$ cat config.mk
export PLATFORM = sky130hd
export DESIGN_NAME = seg_scan_ctrl
export DESIGN_NICKNAME = d
export VERILOG_FILES = /design/src/rtl/seg_scan_ctrl.sv
export SDC_FILE = /design/constraint.sdc
export NUM_CORES = 1
export LEC_CHECK = 0
export CELL_PAD_IN_SITES_DETAIL_PLACEMENT = 0
export CELL_PAD_IN_SITES_GLOBAL_PLACEMENT = 1
export CORE_UTILIZATION = 42
export DETAILED_ROUTE_END_ITERATION = 10
export GPL_TIMING_DRIVEN = 0
export PLACE_DENSITY = 0.88
export SKIP_LAST_GASP = 1
export SLEW_MARGIN = 20
export SYNTH_ARGS = -nofsm -noshare
export SYNTH_HDL_FRONTEND = slang
export SYNTH_SLANG_ARGS = --single-unit
export TNS_END_PERCENT = 50
$ cat constraint.sdc
create_clock -name clk -period 2.26 [get_ports clk]
set_clock_uncertainty 0.15 [all_clocks]
set_input_delay 0.452 -clock clk [delete_from_list [all_inputs] [get_ports clk]]
set_output_delay 0.452 -clock clk [all_outputs]
set_load 0.01 [all_outputs]
$ cat src/rtl/seg_scan_ctrl.sv
// Time-multiplexed 7-segment scan controller feeding decoder47: one guard cycle per slot,
// frame-boundary-synchronous reloads. Define SEG_SCAN_LZB_EN to enable leading-zero blanking.
`timescale 1ns/1ps
module seg_scan_ctrl #(
  parameter int DIGITS   = 4,
  parameter int PRESCALE = 1000
) (
  input  logic                  clk,
  input  logic                  rst_n,
  input  logic                  load,
  input  logic [4*DIGITS-1:0]   load_data,
  output logic                  ready,
  output logic [7:0]            din,
  output logic [DIGITS-1:0]     digit_sel_n,
  output logic                  frame_start
);

  localparam int PW = $clog2(PRESCALE);
  localparam int IW = $clog2(DIGITS);
  localparam logic [PW-1:0] P_LAST = PW'(PRESCALE - 1);
  localparam logic [IW-1:0] I_LAST = IW'(DIGITS - 1);

  logic [PW-1:0]             pcnt_q, pcnt_d;
  logic [IW-1:0]             idx_q, idx_d;
  logic [DIGITS-1:0][3:0]    disp_q, disp_d;
  logic [DIGITS-1:0][3:0]    shadow_q, shadow_d;
  logic                      pend_q, pend_d;
  logic                      frame_start_q, frame_start_d;

  logic slot_end;
  logic boundary;
  logic accept;

  assign slot_end = (pcnt_q == P_LAST);
  assign boundary = slot_end && (idx_q == I_LAST);
  assign accept   = load && !pend_q;

  // NOTE: every always_comb output gets a default first, so no path leaves it unassigned (no latch).
  always_comb begin
    pcnt_d        = pcnt_q + PW'(1);
    idx_d         = idx_q;
    disp_d        = disp_q;
    shadow_d      = shadow_q;
    pend_d        = pend_q;
    frame_start_d = boundary;

    if (slot_end) begin
      pcnt_d = '0;
      idx_d  = (idx_q == I_LAST) ? '0 : idx_q + IW'(1);
    end

    // A pending frame is only swapped in on the last cycle of a frame; pend_q gates
    // acceptance, so a load landing on the boundary waits a full frame.
    if (boundary && pend_q) begin
      disp_d = shadow_q;
      pend_d = 1'b0;
    end

    if (accept) begin
      shadow_d = load_data;
      pend_d   = 1'b1;
    end
  end

  // NOTE: sequential state uses non-blocking assignments only, so every register samples pre-edge values.
  // NOTE: the digit storage is reset because the display must show zeros right after reset.
  always_ff @(posedge clk or negedge rst_n) begin
    if (!rst_n) begin
      pcnt_q        <= '0;
      idx_q         <= '0;
      disp_q        <= '0;
      shadow_q      <= '0;
      pend_q        <= 1'b0;
      frame_start_q <= 1'b0;
    end else begin
      pcnt_q        <= pcnt_d;
      idx_q         <= idx_d;
      disp_q        <= disp_d;
      shadow_q      <= shadow_d;
      pend_q        <= pend_d;
      frame_start_q <= frame_start_d;
    end
  end

  logic shown;

`ifdef SEG_SCAN_LZB_EN
  logic [DIGITS-1:0] blank;
  logic              lead;

  // Walk down from the most significant digit while digits stay zero; digit 0 is always shown.
  always_comb begin
    blank = '0;
    lead  = 1'b1;
    for (int i = DIGITS - 1; i >= 1; i--) begin
      lead     = lead && (disp_q[i] == 4'h0);
      blank[i] = lead;
    end
  end

  assign shown = !blank[idx_q];
`else
  assign shown = 1'b1;
`endif

  logic [DIGITS-1:0] onehot;

  assign onehot      = DIGITS'(1) << idx_q;
  assign digit_sel_n = ((pcnt_q == '0) || !shown) ? '1 : ~onehot;
  assign din         = {4'b0000, disp_q[idx_q]};
  assign ready       = !pend_q;
  assign frame_start = frame_start_q;

endmodule

==> results.md, run 1 <==
- Share of layout cells above drive strength 1: 29.3%
- Vias per cell: 4.82
- Share of the synthesized area in the top cell type: 55.8%
- Nets: 229
- CTS max path bufs: 2
- Flop-to-flop setup slack: 180 ps
- Final max-slew violation count: 0
- Power Total: between 0.001 and 0.0015 W
- Worst-path maximum fanout: 6
- Final WL: 3.52 mm
- Crit. End Element: output port
- Maximum VDD drop: about 0.33 mV
- Worst path top cell family by delay: multiplexers
- Critical path class: register to output port
- GP Congestion: 0.812
- Max-Cap Viols: 0
- Largest family of logic cells by synthesized area: multiplexers
- Synthesized netlist cell count: 160
- Min cycle time layout: 2250 ps
- First-pass GRT wire length: between 6 and 7 mm
- Worst skew pair latency: 300 ps
- Most frequent cell after synthesis: dfrtp_1
- CP startpoint: idx_q[0]
- DR vias: 1310
- Initial Util: 43.7%
- Top Ports: 33
- Mapped Area: 2060 sq um
- RSZ-0062 raised after global routing: true
- Lkg Pwr: between 1 and 1.5 nW
- Chip width: 72.1 microns
- Min-delay src: disp_q[6]
- Clock network fraction of total power: between 30% and 40%
- Rows: 25
- #FFs+latches synth: 46
- Fmax: 444 MHz
- Net switching power: 0.000330 W
- Post-Synth XOR/XNOR Area: 2.12%
- ANT cells: 0
- Initial antenna violation count: 0
- Gate power share: under 10%
- Power share of the sequential group: 59.6%
- Ranking of synthesized cells by area: dfrtp_1 (56%), mux2_2 (13%), mux2_1 (4.9%)
- CTS root buf: clkbuf_8
- Setup TNS Final: 0 ps
- Post-layout util: a little under three fifths
- Top_reg_cell synth: dfrtp_1
- Outcome: finished clean
- Clock sinks: 46
- Vias in the first global route: 1283
- IO buf count: 28
- DRC violations left: 0
- Synth Area in Compound Gates: 2.12%
- Area of the multi-input gates: 851 sq um
- Dpl cells: 259
- Final setup vio count: 0
- Synth Area in Adders: under 10%
- Seq/Total Area, Yosys: 55.8%
- Most common library cells after synthesis: dfrtp_1 (46), mux2_2 (23), nor2_1 (12)
- Met1 capacity usage during global routing: roughly 21%
- CP cell instances: clkbuf_8 > mux4_2 > dlygate4sd2_1
- Grt total ovfl: 0
- Critical path arrival: 1650 ps
- DR pass1 iterations: 6
- Post-synth cell types: 28
- Non-filler cells, final: 272
- Height of the die: 72.1 microns
- # fillers: 404
- Critical-path top delay cell: mux4_2
- Core Box Area: 4720 sq um
- Mux share of post-synthesis cell area: 21.8%
- DIE AREA: 5190 sq um
- Yosys warning count: 0
- Placed wire-length estimate: 2.49 mm
- Reg area: 1150 sq um
- CTS tree: built
- ANT nets after route: 0
- Internal power: 0.00113 W
- Crit-path max cell delay: between 500 and 600 ps
- Final Hold Fails: 0
- Number of synthesized flops with an enable pin: 0
- Period utilization: 99.7%
- Syn avg cell area: ~13 sq um
- Largest net degree at the start of global routing: 26
- Worst setup SP type: register
- Sw Ratio: 22.6%
- Hold Path Class: register to register
- GR Util met3: 3.75%
- Global Route met2 Usage: roughly a quarter
- Busiest layer in global routing: met2
- Avg WL per Cell: roughly 13 microns
- P&R area growth vs syn: 26.2%
- Worst path bufs/invs: 2
- CTS clk-pin slew, worst paths: 80 ps
- FFs w/ async S/R, synth: 100%
- Iter 0 DRT Violations: 60
- Yosys top cell by area: dfrtp_1
- WHS: 341 ps
- Pwr dens: 562 nW/um^2
- Synth Area in Simple Gates: a little under a tenth
- Worst EP required: between 1500 and 2000 ps
- Number of CTS-inserted buffers: 5
- H-tree Lvls: 2
- Total Routing Usage GR: 15.4%
- Reg-to-Reg Start: pcnt_q[0]
through the flow:
step	setup WS (ps)	area [sq um]
after CTS	-206	2580
after global routing	-51.5	2600
after floorplan	280	2070
after global placement	-631	2440
after detailed placement	-220	2450
final	6.63	2600
power groups by stage:
stage | clock network, W | logic, W | registers (W)
after floorplan | 0 | 0.0000373 | 0.000882
after global placement | 0 | 0.0000856 | 0.000887
after detailed placement | 0 | 0.0000915 | 0.000888
after CTS | 0.000524 | 0.0000932 | 0.000872
after global routing | 0.000557 | 0.0000996 | 0.000877
final | 0.000500 | 0.0000908 | 0.000871
timing repair:
action / in CTS / in global routing
buffers inserted: 3 / 1
setup endpoints to repair: 8 / 27
pin swaps: 1 / 2
gates resized for setup: 12 / 14
hold buffers: 1 / 0
endpoints found under the hold margin: 21 / 0
layer usage:
| layer | wire, microns | part of all wire, % |
|---|---|---|
| met1 | 1660 | 47 |
| met2 | 1700 | 48 |
| met3 | 114 | 3.2 |
| met4 | 48 | 1.4 |
| met5 | 0 | 0 |
path summary, 6_finish.rpt:
path	cells past startpoint	to
worst max-delay path	3	din[3]
worst min-delay path	1	disp_q[6]
worst max register to register	7	disp_q[10]
worst min register to register	1	disp_q[6]
max in group asynchronous	3	idx_q[0]
min in group asynchronous	2	disp_q[5]
flip-flops by register name, summed over array words and instances, names as in the netlist:
signal and count:
disp_q 16, shadow_q 16, pcnt_q 10, idx_q 2, frame_start 1, pend_q 1
cells by family after synthesis:
group,after synthesis
fa+ha+maj,6
simple gates,40
other cells,1
buf+inv,18
xor+xnor,5
mux,36
flops,46
compound gates,8
cell type report:
cell class              count  share of cell area (%)
inverters                   7                    1.01
clock inverters             3                   0.817
well taps                  67                    3.22
repair buffers             34                    12.1
plain buffers              11                    3.22
clock buffers               5                    2.64
multi-input cells          99                    32.7
flip-flops and latches     46                    44.3
layout by cell type, fill, tap and decap left out, drive strengths merged, types with 4 or more instances in the layout:
cell,instances
nand3,5
dlygate4sd2,5
nor2,12
clkdlybuf4s50,19
inv,7
nand4,4
clkbuf,10
buf,15
mux2,32
ha,6
dfrtp,46
mux4,4
nand2,10
conb,4
Note: power is estimated with default switching activity, not from simulation.
==> run 2: changes to the inputs <==
--- a/config.mk
+++ b/config.mk
@@ -7,12 +7,11 @@
 export LEC_CHECK = 0
 export CELL_PAD_IN_SITES_DETAIL_PLACEMENT = 0
 export CELL_PAD_IN_SITES_GLOBAL_PLACEMENT = 1
-export CORE_UTILIZATION = 42
+export CORE_UTILIZATION = 46
 export DETAILED_ROUTE_END_ITERATION = 10
 export GPL_TIMING_DRIVEN = 0
-export PLACE_DENSITY = 0.88
+export PLACE_DENSITY = 0.94
 export SKIP_LAST_GASP = 1
-export SLEW_MARGIN = 20
 export SYNTH_ARGS = -nofsm -noshare
 export SYNTH_HDL_FRONTEND = slang
 export SYNTH_SLANG_ARGS = --single-unit
==> constraint.sdc (replaced) <==
create_clock -name clk -period 2.6 [get_ports clk]
set_clock_uncertainty 0.15 [all_clocks]
set_input_delay 0.52 -clock clk [delete_from_list [all_inputs] [get_ports clk]]
set_output_delay 0.52 -clock clk [all_outputs]
set_load 0.01 [all_outputs]
==> results.md, run 2 (synthesized netlist as in run 1, its figures left out) <==
- Slew @ Worst Pin: ~570 ps
- DIE AREA: 4750 sq um (-8.5%)
- ANT nets after route: 0 (unchanged)
- Most common cell after layout, fill and taps aside: dfrtp_1
- Height of the die: 69.0 microns (-4.3%)
- Final worst slack: -84.4 ps (-91.0 ps)
- Net switching power: 0.000264 W (-20%)
- Vias in the first global route: 1337 (+4.2%)
- Hold Path Class: input port to async pin
- # fillers: 328 (-19%)
- Crit. End Element: output port
- Pre-CTS setup slack: 34.5 ps (+255 ps)
- Worst path top cell family by delay: buffers and inverters
- Min cycle time layout: 2680 ps
- Share of layout cells above drive strength 1: 24.9% (-4.4 points)
- Vias per cell: 5.23 (+8.6%)
- Gate power share: 6.4% (+0.2 points)
- Initial Util: 49.8% (+6.1 points)
- Clock sinks: 46 (unchanged)
- Final WL: 4.03 mm (+14%)
- Crit-path max cell delay: 540 ps (+30 ps)
- Final max-slew violation count: 0 (unchanged)
- ANT cells: 0 (unchanged)
- Power share of the sequential group: 61.2% (+1.6 points)
- Initial antenna violation count: 0 (unchanged)
- Top Ports: 33 (unchanged)
- Internal power: 0.000976 W (-14%)
- CTS clk-pin slew, worst paths: 80 ps (about the same)
- DR pass1 iterations: 4 (-2)
- DR vias: 1313 (+0.23%)
- Period utilization: 103%
- Critical path arrival: 2010 ps (+360 ps)
- Failing checks: negative setup slack
- Rows: 23 (-8.0%)
- Worst-path maximum fanout: 8 (+2)
- Largest regs: disp_q x16, shadow_q x16, pcnt_q x10
- Outcome: finished, violations left
- DRC violations left: 0 (unchanged)
- Final setup vio count: 1 (+1)
- Critical path class: register to output port
- Max_slew headroom: 62.3%
- Worst setup SP type: register
- Final Hold Fails: 0 (unchanged)
- Worst path bufs/invs: 2 (unchanged)
- Largest net degree at the start of global routing: 25 (-3.8%)
- Commonest non-fill, non-tap cells in the layout: dfrtp_1 (46), clkdlybuf4s50_1 (24), mux2_2 (23)
- GP Congestion: 0.860 (+6.0%)
- Number of CTS-inserted buffers: 5 (unchanged)
- Avg WL per Cell: 16.1 microns (+24%)
- Fmax: 373 MHz
- WHS: 62.3 ps (-279 ps)
- Pwr dens: 486 nW/um^2 (-14%)
- CTS max path bufs: 2 (unchanged)
- Clock network fraction of total power: 32.3% (-1.9 points)
- Power Total: 0.00124 W (-15%)
- Critical-path top delay cell: clkdlybuf4s50_1
- CTS root buf: clkbuf_8
- Lkg Pwr: 1.21 nW (-1.7%)
- P&R area growth vs syn: 23.8%
- Total Routing Usage GR: 19.4% (+4.0 points)
- Grt total ovfl: 0 (unchanged)
- Iter 0 DRT Violations: 38 (-37%)
- First-pass GRT wire length: 6.38 mm (+5.7%)
- Max-Cap Viols: 0 (unchanged)
- Nets: 226 (-1.3%)
- IO buf count: 28 (unchanged)
- H-tree Lvls: 2 (unchanged)
- CTS tree: built
- Worst skew pair latency: 290 ps (about the same)
- Maximum VDD drop: 0.296 mV (-9.1%)
- CP cell instances: buf_4 > nor4_2 > nand4_1 > nand2_1 > clkdlybuf4s50_1
- Worst EP required: 1930 ps (+270 ps)
- Chip width: 69.0 microns (-4.3%)
- RSZ-0062 raised after global routing: true
- Sw Ratio: 21.3% (-1.3 points)
- Placed wire-length estimate: 2.94 mm (+18%)
- Core Box Area: 4140 sq um (-12%)
==> run 2: changes by cell type in the layout (fill, tap and decap cells not counted), sizes merged <==
cell	delta
dlygate4sd2	-4
dlygate4sd3	-1
clkdlybuf4s50	+5
clkbuf	-2
dlymetal6s2s	+2
clkinvlp	-1
buf	-3
==> run 2: final timing paths <==
path / depth (start not counted) / start / slack [ps] / end
min: 1 / rst_n / 60 / pcnt_q[0]
max in group asynchronous: 2 / rst_n / 1740 / disp_q[0]
max: 5 / pcnt_q[2] / -80 / digit_sel_n[1]
min reg2reg: 1 / disp_q[9] / 340 / disp_q[9]
min in group clk: 1 / disp_q[9] / 340 / disp_q[9]
max reg2reg: 7 / pcnt_q[0] / 370 / disp_q[5]
==> run 2: metrics by stage <==
stage | area (sq um) | utilization (%) | instances | setup TNS, ps
2_1_floorplan | 2070 | - | 163 | 0
3_3_place_gp | 2420 | 58.3 | 241 | -12320
3_5_place_dp | 2440 | 58.8 | 242 | 0
4_1_cts | 2530 | 61.0 | 249 | -281
5_1_grt | 2550 | 61.6 | 251 | -347
6_report | 2550 | 61.6 | 251 | -84.4
==> run 2: area by class of cell <==
type	count	area, sq um	share of cell area, %
buffer	11	82.6	3.24
clock buffer	5	68.8	2.70
clock inverter	2	10.0	0.392
inverter	7	26.3	1.03
multi-input combinational	99	830	32.5
sequential	46	1150	45.1
tap	50	62.6	2.45
timing repair buffer	31	322	12.6
==> run 2: power groups by stage <==
stage          combinational (W)  clock (W)  sequential (W)
2_1_floorplan          0.0000324          0        0.000767
3_3_place_gp           0.0000733          0        0.000771
3_5_place_dp           0.0000816          0        0.000774
4_1_cts                0.0000816   0.000420        0.000759
5_1_grt                0.0000883   0.000451        0.000762
6_report               0.0000796   0.000401        0.000759
==> run 2: metal layers <==
layer	up-vias	global-route usage, %	share of wire (%)
met5	-	0	0
met4	0	7.65	1.7
met3	6	5.10	4.0
met2	33	33.4	53
met1	649	23.0	41
li1	625	-	-
==> run 2: timing repair <==
| item | 4_1_cts | 5_1_grt |
|---|---|---|
| endpoints found under the setup margin | 8 | 7 |
| setup buffers | 0 | 2 |
| pin swaps | 1 | 2 |
| hold buffers | 0 | 0 |
| resized for setup | 4 | 3 |
